## src/rtl/shift_pattern_pkg.sv

```systemverilog
// Shared definitions for the one-hot shift counter and its checker.
//   fsm_t   : checker phase-tracking states
//   period(): sequence length for a given hold count
//   dec()   : state index -> expected 8-bit one-hot pattern
package shift_pattern_pkg;

  typedef enum logic [1:0] {
    HUNT,
    SYNC,
    LOCKED
  } fsm_t;

  // Seven left shifts, six right shifts and the closing 8'h01.
  localparam int unsigned RAMP_LEN = 14;

  function automatic int unsigned period(input int unsigned hold);
    return hold + RAMP_LEN;
  endfunction

  function automatic logic [7:0] dec(input logic [4:0] state, input int unsigned hold);
    int unsigned s;
    s = 32'(state);
    if (s < hold)                return 8'h01;
    else if (s < hold + 32'd7)   return 8'h01 << (s - hold + 32'd1);
    else if (s < hold + 32'd13)  return 8'h80 >> (s - hold - 32'd6);
    else if (s == hold + 32'd13) return 8'h01;
    else                         return 8'h00;
  endfunction

endpackage

```

## src/rtl/shift_state_decoder.sv

```systemverilog
// Combinational state-index to pattern decoder.
//   i_state   : 5-bit sequence index
//   o_pattern : expected one-hot pattern for that index
module shift_state_decoder
  import shift_pattern_pkg::*;
#(
  parameter int unsigned HOLD = 4
) (
  input  logic [4:0] i_state,
  output logic [7:0] o_pattern
);

  always_comb o_pattern = dec(i_state, HOLD);

endmodule

```

## config.mk

```make
export PLATFORM = sky130hd
export DESIGN_NAME = shift_state_decoder
export DESIGN_NICKNAME = d
export VERILOG_FILES = /design/src/rtl/shift_pattern_pkg.sv /design/src/rtl/shift_state_decoder.sv
export SDC_FILE = /design/constraint.sdc
export NUM_CORES = 1
export LEC_CHECK = 0
export BUFFER_PORTS_ARGS = -buffer_cell sky130_fd_sc_hd__buf_2
export CORE_MARGIN = 4
export CORE_UTILIZATION = 40
export DETAILED_ROUTE_END_ITERATION = 12
export MAX_ROUTING_LAYER = met4
export PLACE_DENSITY_LB_ADDON = 0.08
export SYNTH_ARGS = -nofsm -noshare
export SYNTH_HDL_FRONTEND = slang
export SYNTH_SLANG_ARGS = --single-unit
export TNS_END_PERCENT = 20
```

## constraint.sdc

```tcl
create_clock -name vclk -period 7.6
set_input_delay 1.52 -clock vclk [all_inputs]
set_output_delay 1.52 -clock vclk [all_outputs]
set_load 0.02 [all_outputs]
```

== Yosys cells after proc, flatten, opt, wreduce, memory -nomap -nowiden ==
Cells that the tools add are included.

* Add/sub/neg operators: 3
* Magnitude comparators: 3
* Eq/ne operators: 1
* Shift operators: 2
* Mux-type cells: 4

{| class="wikitable"
|+ Operator list
! kind !! number
|-
| 32-bit by 1-bit adder with 32-bit output (second input constant) || 1
|-
| 1-bit by 32-bit << shifter with 8-bit output (first input constant) || 1
|-
| 8-bit by 32-bit >> shifter with 8-bit output (first input constant) || 1
|-
| 8-bit 2-to-1 mux || 3
|-
| 6-bit by 4-bit subtractor with 7-bit output (second input constant) || 1
|-
| 5-bit by 3-bit subtractor with 6-bit output (second input constant) || 1
|-
| 5-bit == test (second input constant) || 1
|-
| 5-bit by 3-bit < comparator with 1-bit output (second input constant) || 1
|-
| 5-bit by 4-bit < comparator with 1-bit output (second input constant) || 1
|-
| 5-bit < comparator (second input constant) || 1
|-
| 1-bit 2-to-1 mux || 1
|}

* Flip-flop bits (word level): 0
* Output and inout bits: 8
* Logic and storage cells: 13

== Depth between registers and ports, before layout ==
Gate-level depths: netlist of the first run.

* Depth after elaboration: 6
* Depth in mapped cells: 11
* Depth with buffers taken out: 10

== Worst setup path before layout of the first run ==
OpenSTA, ideal clock, no wires.

* Kind: input-to-output
* Start point: in i_state[2]
* End point: out o_pattern[1]
* Data arrival time: 4.961 ns
* Data required time: 6.080 ns
* Setup slack: 1.119 ns
* Stages on the path: 11
* Path buffers: 1
* Cells stage by stage: clkbuf_1 inv_1 ha_1 ha_1 or3_1 or4_1 ha_1 or4b_4 a2111oi_4 nand4b_1 a21oi_1

* Word-level cells in the longest chain between the ends: 6
* Elaborated cells between the ends (all ways): 11

{| class="wikitable"
|+ Ends and longest elaborated chain
! element !! line !! source
|-
| start, declared || shift_state_decoder.sv:9 || <nowiki>input logic [4:0] i_state,</nowiki>
|-
| 5-bit by 3-bit subtractor with 6-bit output || shift_pattern_pkg.sv:24, shift_pattern_pkg.sv:25 ||
|-
| 6-bit by 4-bit subtractor with 7-bit output || shift_pattern_pkg.sv:25 || <nowiki>else if (s < hold + 32'd13) return 8'h80 >> (s - hold - 32'd6);</nowiki>
|-
| 8-bit by 32-bit >> shifter with 8-bit output || shift_pattern_pkg.sv:25 ||
|-
| 8-bit 2-to-1 mux || shift_pattern_pkg.sv:25 ||
|-
| 8-bit 2-to-1 mux || shift_pattern_pkg.sv:24 || <nowiki>else if (s < hold + 32'd7) return 8'h01 << (s - hold + 32'd1);</nowiki>
|-
| 8-bit 2-to-1 mux * || shift_pattern_pkg.sv:23 || <nowiki>if (s < hold) return 8'h01;</nowiki>
|-
| end, declared || shift_state_decoder.sv:10 || <nowiki>output logic [7:0] o_pattern</nowiki>
|}

Every way passes the cells marked *; elsewhere a longest branch is shown, timed or not.

== Final worst setup path of the first run ==
* Start point: in i_state[2]
* End point: out o_pattern[2]

The elaborated chain is that of the path after synthesis.

==> flow_summary.toml, run 1 <==
[cells_and_area]
register_area_sq_um = 0
syn2layout_area_growth_pct = 10.9
fin_area_sq_um = 749
nNetsFinal = 121
drive_above_1_share = 0.180
n_clock_buffer = 0
design.seq.count = 0
diodes = 0

[worst_setup_path]
worstPathRequired_ns = 6.08
crit_fanout = 11
start_kind = "input port"
timing_worst_setup_path_type = "in -> out"
arrival_ns = 5.01
endpoint_kind = "output port"

[synth]
syn_avg_cell_area_sq_um = 7.42
synth_cell_types = 30
yosys-top-cells-count = "ha_1 (14), nand4_1 (14), a21oi_1 (8), nor2_1 (6)"
yosys_warnings = 0
seq_area_frac_synth = 0
synth_top_cell_by_area = "ha_1"
synthMuxAreaShare = 0
synth-compound-area-share = 0.156
synth-xor-area-share = 0.0389
synthTopCellsByArea = "ha_1 (26%), nand4_1 (13%), a21oi_1 (5.9%)"
synthesis.area_sq_um = 676
synth_top_family_by_area = "simple AND/OR/NAND/NOR gates"
synthesis.nets = 110
synthSimpleGateAreaFrac = 0.485
synthCells = 91
synth-adder-area-share = 0.259
yosysTopAreaCellShare = 0.259

[floorplan]
dieArea_sq_um = 2410
die_w_microns = 49.1
placementRows = 14
start_util = 0.433
core_area_sq_um = 1560
pin_count = 13
die_h_microns = 49.1

[power_and_ir_drop]
pwr-share-clk = 0
p_seq_frac = 0
ir_drop_mv = 0.0241
cellLeakagePower_nw = 0.317
power_frac_comb = 1.000
power.density_nw_per_um2 = 50.1
p_total_mw = 0.0376
power_switching_mw = 0.0235
internal_power_mw = 0.0140
switching_share = 0.627

[sta]
slew_viol_final = 0
slew-limit-headroom = 0.393
setup_viol = 0
tns_ns = 0
max_freq_mhz = 153
max_slew.worst_pin.slew_ns = 0.896
hold_viol = 0
min_period_ns = 6.53
period_share = 0.859
rsz0062_at_grt = "false"

[clock_tree]
post-cts-setup-buffers = 0
holdBufCountCts = 0
cts_resized = 0

[detailed_routing]
drc_errors = 0
wirelength_mm = 1.65
wire_per_inst_microns = 14.2
drtAntennaViolNets = 0
num_vias = 736
detail_route.vias_per_cell = 6.34
drt-pass1-iter-count = 4
drt_iter0_drc = 24

[place]
dpl_cell_area_sq_um = 749
dpl.hpwl_mm = 1.33
placement.io_buffers = 13
gp_congestion = 0.836

[hold_path]
holdCritPathClass = "in -> out"

[outcome]
status = "finished, final reports clean"

[grt]
grt_usage = 0.133
grt_max_degree = 19
grt_pass1_vias = 568
antenna_found_initial = 0
grt_pass1_wl_mm = 2.62
grt.overflow.total = 0

[flow_run]
cap_violations = 0
## layer usage
| layer | vias up | track usage | routed length [microns] |
|---|---|---|---|
| li1 | 375 | - | - |
| met1 | 346 | 0.205 | 857 |
| met2 | 15 | 0.203 | 744 |
| met3 | 0 | 0 | 45 |
| met4 | 0 | 0 | 0 |
| met5 | - | - | 0 |
## critical path, cell delays in order
cell       delay, ns
buf_2           0.19
inv_1           0.14
ha_1            0.22
ha_1            0.34
or3_1           0.40
or4_1           0.43
ha_1            0.28
or4b_4          0.46
a2111oi_4       0.53
nand4_1         0.16
a21oi_1         0.17
buf_2           0.18
## placed cells by master (no fill, tap or decap), types with 2 or more instances in the layout
master    count
nor3b_1       3
nand4_1      14
ha_1         14
xnor2_1       2
nand2b_1      2
or4_1         5
nand2_1       3
nor3_1        2
buf_2        13
nand4b_1      4
and2_1        3
a21oi_1       8
nor2_1        6
inv_1         5
## cells by family after synthesis
| family | after synthesis |
|---|---|
| AND/OR/NAND/NOR | 50 |
| adder cells (fa/ha/maj) | 14 |
| AO/OA/AOI/OAI | 13 |
| buffers and inverters | 11 |
| XOR/XNOR | 3 |
## metrics by stage
step	utilization	worst slack (ns)	cells	hold WS, ns
global placement	0.481	1.11	116	3.55
CTS	0.481	1.06	116	3.55
finish	0.481	1.07	116	3.55
global route	0.481	0.825	116	3.57
detailed placement	0.481	1.06	116	3.55
floorplan	-	1.12	91	3.31
## worst paths after layout
check	start	endpoint	slack, ns	depth (start not counted)
setup / recovery	i_state[2]	o_pattern[2]	1.07	12
hold / removal	i_state[0]	o_pattern[6]	3.55	4
## power groups by stage
stage / logic, mW / registers [mW] / clock network, mW
floorplan: 0.0288 / 0 / 0
global placement: 0.0370 / 0 / 0
detailed placement: 0.0372 / 0 / 0
CTS: 0.0373 / 0 / 0
global route: 0.0412 / 0 / 0
finish: 0.0376 / 0 / 0
## layout make-up
cell class,count,area (sq um)
timing repair buffer,14,72.6
multi-input combinational,80,634
fill,160,810
tap,16,20.0
inverter,6,22.5
Note: power is estimated with default switching activity, not from simulation.
==> run 2, diff against run 1 <==
CORE_AREA = 4 4 41 43   (was unset)
CORE_MARGIN = unset   (was 4)
CORE_UTILIZATION = unset   (was 40)
DIE_AREA = 0 0 45 47   (was unset)
GPL_TIMING_DRIVEN = 0   (was unset)
==> run 2 against run 1 <==
Against the previous run:
- first-iteration DRC count down 4.2%
- design area up 1.3%
- via count up 2.3%
- cell count up 2.6%
- count of clock-buffer cells in the layout unchanged
- combinational power up 2%
- utilization up 10 points
- critical path type unchanged
- setup slack worse by 0.46 ns
- global-route usage up 5.6 points
- wire length up 2.6%
- non-clock buffer count up 4
==> flow_summary.toml, run 2 (synthesized netlist as in run 1, its figures left out) <==
[outcome]
status = "finished, final reports clean"

[sta]
tns_ns = 0
setup_ws_ns = 0.611
min_period_ns = 6.99
rsz0062_at_grt = "false"
setup_viol = 0
slew-limit-headroom = 0.257
slew_viol_final = 0
max_freq_mhz = 143
max_slew.worst_pin.slew_ns = 1.11
period_share = 0.920
hold_viol = 0

[grt]
antenna_found_initial = 0
grt_max_degree = 11
grt_usage = 0.188
grt.overflow.total = 0
grt_pass1_wl_mm = 3.07
grt_pass1_vias = 681

[cells_and_area]
drive_above_1_share = 0.163
register_area_sq_um = 0
syn2layout_area_growth_pct = 12.4
nNetsFinal = 125
design.seq.count = 0
final_cell_mix = "nand4_1 (14), ha_1 (14), buf_2 (13)"
layoutNonFillerInstCount = 119
n_clock_buffer = 0
diodes = 0

[detailed_routing]
wirelength_mm = 1.69
drtAntennaViolNets = 0
num_vias = 753
drc_errors = 0
drt-pass1-iter-count = 4
wl_met1_microns = 766
dr_wl_met2_microns = 837
drt_iter0_drc = 23
wire_per_inst_microns = 14.2
top_layer = "met3"
detail_route.vias_per_cell = 6.33
wl_met3_microns = 84

[worst_setup_path]
arrival_ns = 5.47
endpoint_kind = "output port"
timing_worst_setup_path_type = "in -> out"
start_kind = "input port"
worstPathRequired_ns = 6.08
crit_fanout = 10

[power_and_ir_drop]
cellLeakagePower_nw = 0.318
ir_drop_mv = 0.0216
power.density_nw_per_um2 = 50.2
p_total_mw = 0.0382

[floorplan]
pin_count = 13
die_w_microns = 45
core_area_sq_um = 1300
die_h_microns = 47
dieArea_sq_um = 2120
start_util = 0.519
placementRows = 13

[place]
pre_cts_ws_ns = 0.629
gp_congestion = 0.822
dpl.hpwl_mm = 1.38
placement.io_buffers = 13
dp.cells = 119

[clock_tree]
cts_resized = 0
holdBufCountCts = 0
post-cts-setup-buffers = 0

[hold_path]
holdCritPathClass = "in -> out"

[flow_run]
cap_violations = 0
## run 2: worst paths after layout
kind	start	to	slack [ns]	cells after the start
setup / recovery	i_state[2]	o_pattern[6]	0.61	13
hold / removal	i_state[0]	o_pattern[0]	3.55	4
## run 2: layout make-up
cell class         count  area [sq um]
multi-input cells     80           634
inverters              6          22.5
repair buffers        13          65.1
plain buffers          5          18.8
well taps             15          18.8
fillers              123           542
## run 2: where the power goes
group	switching [mW]	leakage (nW)	internal, mW	total (mW)
sequential	0	0	0	0
combinational	0.0239	0.318	0.0142	0.0382
clock	0	0	0	0
total	0.0239	0.318	0.0142	0.0382
## run 2: critical path, stage by stage
cell       delay (ns)
buf_2            0.08
clkbuf_1         0.34
inv_1            0.21
ha_1             0.25
ha_1             0.35
or3_1            0.44
or4_1            0.44
ha_1             0.29
or4b_4           0.47
a2111oi_4        0.54
nand4_1          0.18
a21oi_1          0.19
buf_2            0.18
## run 2: stage by stage
stage | instance area [sq um] | hold WS, ns | util
after global placement | 759 | 3.54 | 0.584
after global routing | 759 | 3.61 | 0.584
after floorplan | 676 | 3.31 | -
final | 759 | 3.55 | 0.584
after CTS | 759 | 3.55 | 0.584
after detailed placement | 759 | 3.55 | 0.584
## run 2: routing by layer
| metal | GRT usage | up-vias |
|---|---|---|
| met5 | - | - |
| met4 | 0.00585 | 0 |
| met3 | 0.00383 | 0 |
| met2 | 0.331 | 26 |
| met1 | 0.254 | 343 |
| li1 | - | 384 |
==> run 3, diff against run 2 <==
CORE_AREA = unset   (was 4 4 41 43)
CORE_MARGIN = 4   (was unset)
CORE_UTILIZATION = 45   (was unset)
DIE_AREA = unset   (was 0 0 45 47)
PLACE_DENSITY = 0.76   (was unset)
PLACE_DENSITY_LB_ADDON = unset   (was 0.08)
==> run 3 against run 2 <==
Against the previous run:
- total power grew 0.29%
- via count decreased by 1.7%
- critical path depth did not move
- combinational power is essentially flat
- die area up 3.3%
- design area is the same
- count of clock-buffer cells in the layout did not move
- flip-flop and latch count is the same
- global-route usage fell by 1.7 points
- non-clock buffer count did not move
- critical endpoint is now o_pattern[7]
==> flow_summary.toml, run 3 (synthesized netlist as in run 1, its figures left out) <==
[sta]
hold_viol = 0
slew_viol_final = 0
rsz0062_at_grt = "false"
slew-limit-headroom = 0.236
min_period_ns = 6.92
max_slew.worst_pin.slew_ns = 1.14
tns_ns = 0
setup_ws_ns = 0.676
setup_viol = 0
period_share = 0.911
max_freq_mhz = 144

[grt]
grt_usage = 0.172
grt_max_degree = 11
grt.overflow.total = 0
grt_pass1_vias = 664
antenna_found_initial = 0
grt_pass1_wl_mm = 2.85

[place]
gp_congestion = 0.852
placement.io_buffers = 13
dpl.hpwl_mm = 1.31
pre_cts_ws_ns = 0.701

[cells_and_area]
diodes = 0
register_area_sq_um = 0
n_clock_buffer = 0
nNetsFinal = 125
syn2layout_area_growth_pct = 12.4
design.seq.count = 0
drive_above_1_share = 0.163
fillerInstances = 133
final_cell_mix = "nand4_1 (14), ha_1 (14), buf_2 (13)"

[detailed_routing]
drc_errors = 0
wire_per_inst_microns = 13.9
drt-pass1-iter-count = 4
detail_route.vias_per_cell = 6.22
drtAntennaViolNets = 0
wirelength_mm = 1.65
drt_iter0_drc = 32
num_vias = 740

[outcome]
status = "finished, final reports clean"

[clock_tree]
post-cts-setup-buffers = 0
cts_resized = 0
holdBufCountCts = 0

[floorplan]
pin_count = 13
placementRows = 13
core_area_sq_um = 1350
dieArea_sq_um = 2190
die_w_microns = 46.8
start_util = 0.500
die_h_microns = 46.8

[hold_path]
holdCritPathClass = "in -> out"
whs_path_depth = 4

[power_and_ir_drop]
cellLeakagePower_nw = 0.318
ir_drop_mv = 0.0283
power.density_nw_per_um2 = 50.4

[worst_setup_path]
arrival_ns = 5.40
timing_worst_setup_path_type = "in -> out"
endpoint_kind = "output port"
start_kind = "input port"
crit_fanout = 10
worstPathRequired_ns = 6.08

[flow_run]
cap_violations = 0
## run 3: cell type report
| type | instances | area (sq um) | share of cell area |
|---|---|---|---|
| multi-input combinational | 80 | 634 | 0.835 |
| timing repair buffer | 13 | 65.1 | 0.0857 |
| inverter | 6 | 22.5 | 0.0297 |
| buffer | 5 | 18.8 | 0.0247 |
| tap | 15 | 18.8 | 0.0247 |
## run 3: where the power goes
| part | switching, mW | internal [mW] |
|---|---|---|
| clock network | 0 | 0 |
| logic | 0.0241 | 0.0142 |
| registers | 0 | 0 |
## run 3: layer usage
metal,track usage,part of all wire
met3,0,0.060
met1,0.257,0.49
met5,-,0
met2,0.277,0.44
met4,0,0
## run 3: worst paths after layout
check | to | start
worst max-delay path | o_pattern[7] | i_state[2]
worst min-delay path | o_pattern[0] | i_state[0]
## run 3: metrics by stage
stage	power (mW)	area, sq um	cells	hold WS (ns)	utilization
after CTS	0.0380	759	119	3.53	0.563
after detailed placement	0.0378	759	119	3.53	0.563
final	0.0383	759	119	3.53	0.563
after floorplan	0.0288	676	91	3.31	-
after global routing	0.0427	759	119	3.60	0.563
after global placement	0.0367	759	119	3.53	0.563
## run 3: critical path: stages
cell       delay [ns]
buf_2            0.09
clkbuf_1         0.32
inv_1            0.20
ha_1             0.25
ha_1             0.34
or3_1            0.42
or4_1            0.42
ha_1             0.28
or4b_4           0.47
a2111oi_4        0.56
nand4b_1         0.15
a21oi_1          0.19
buf_2            0.19
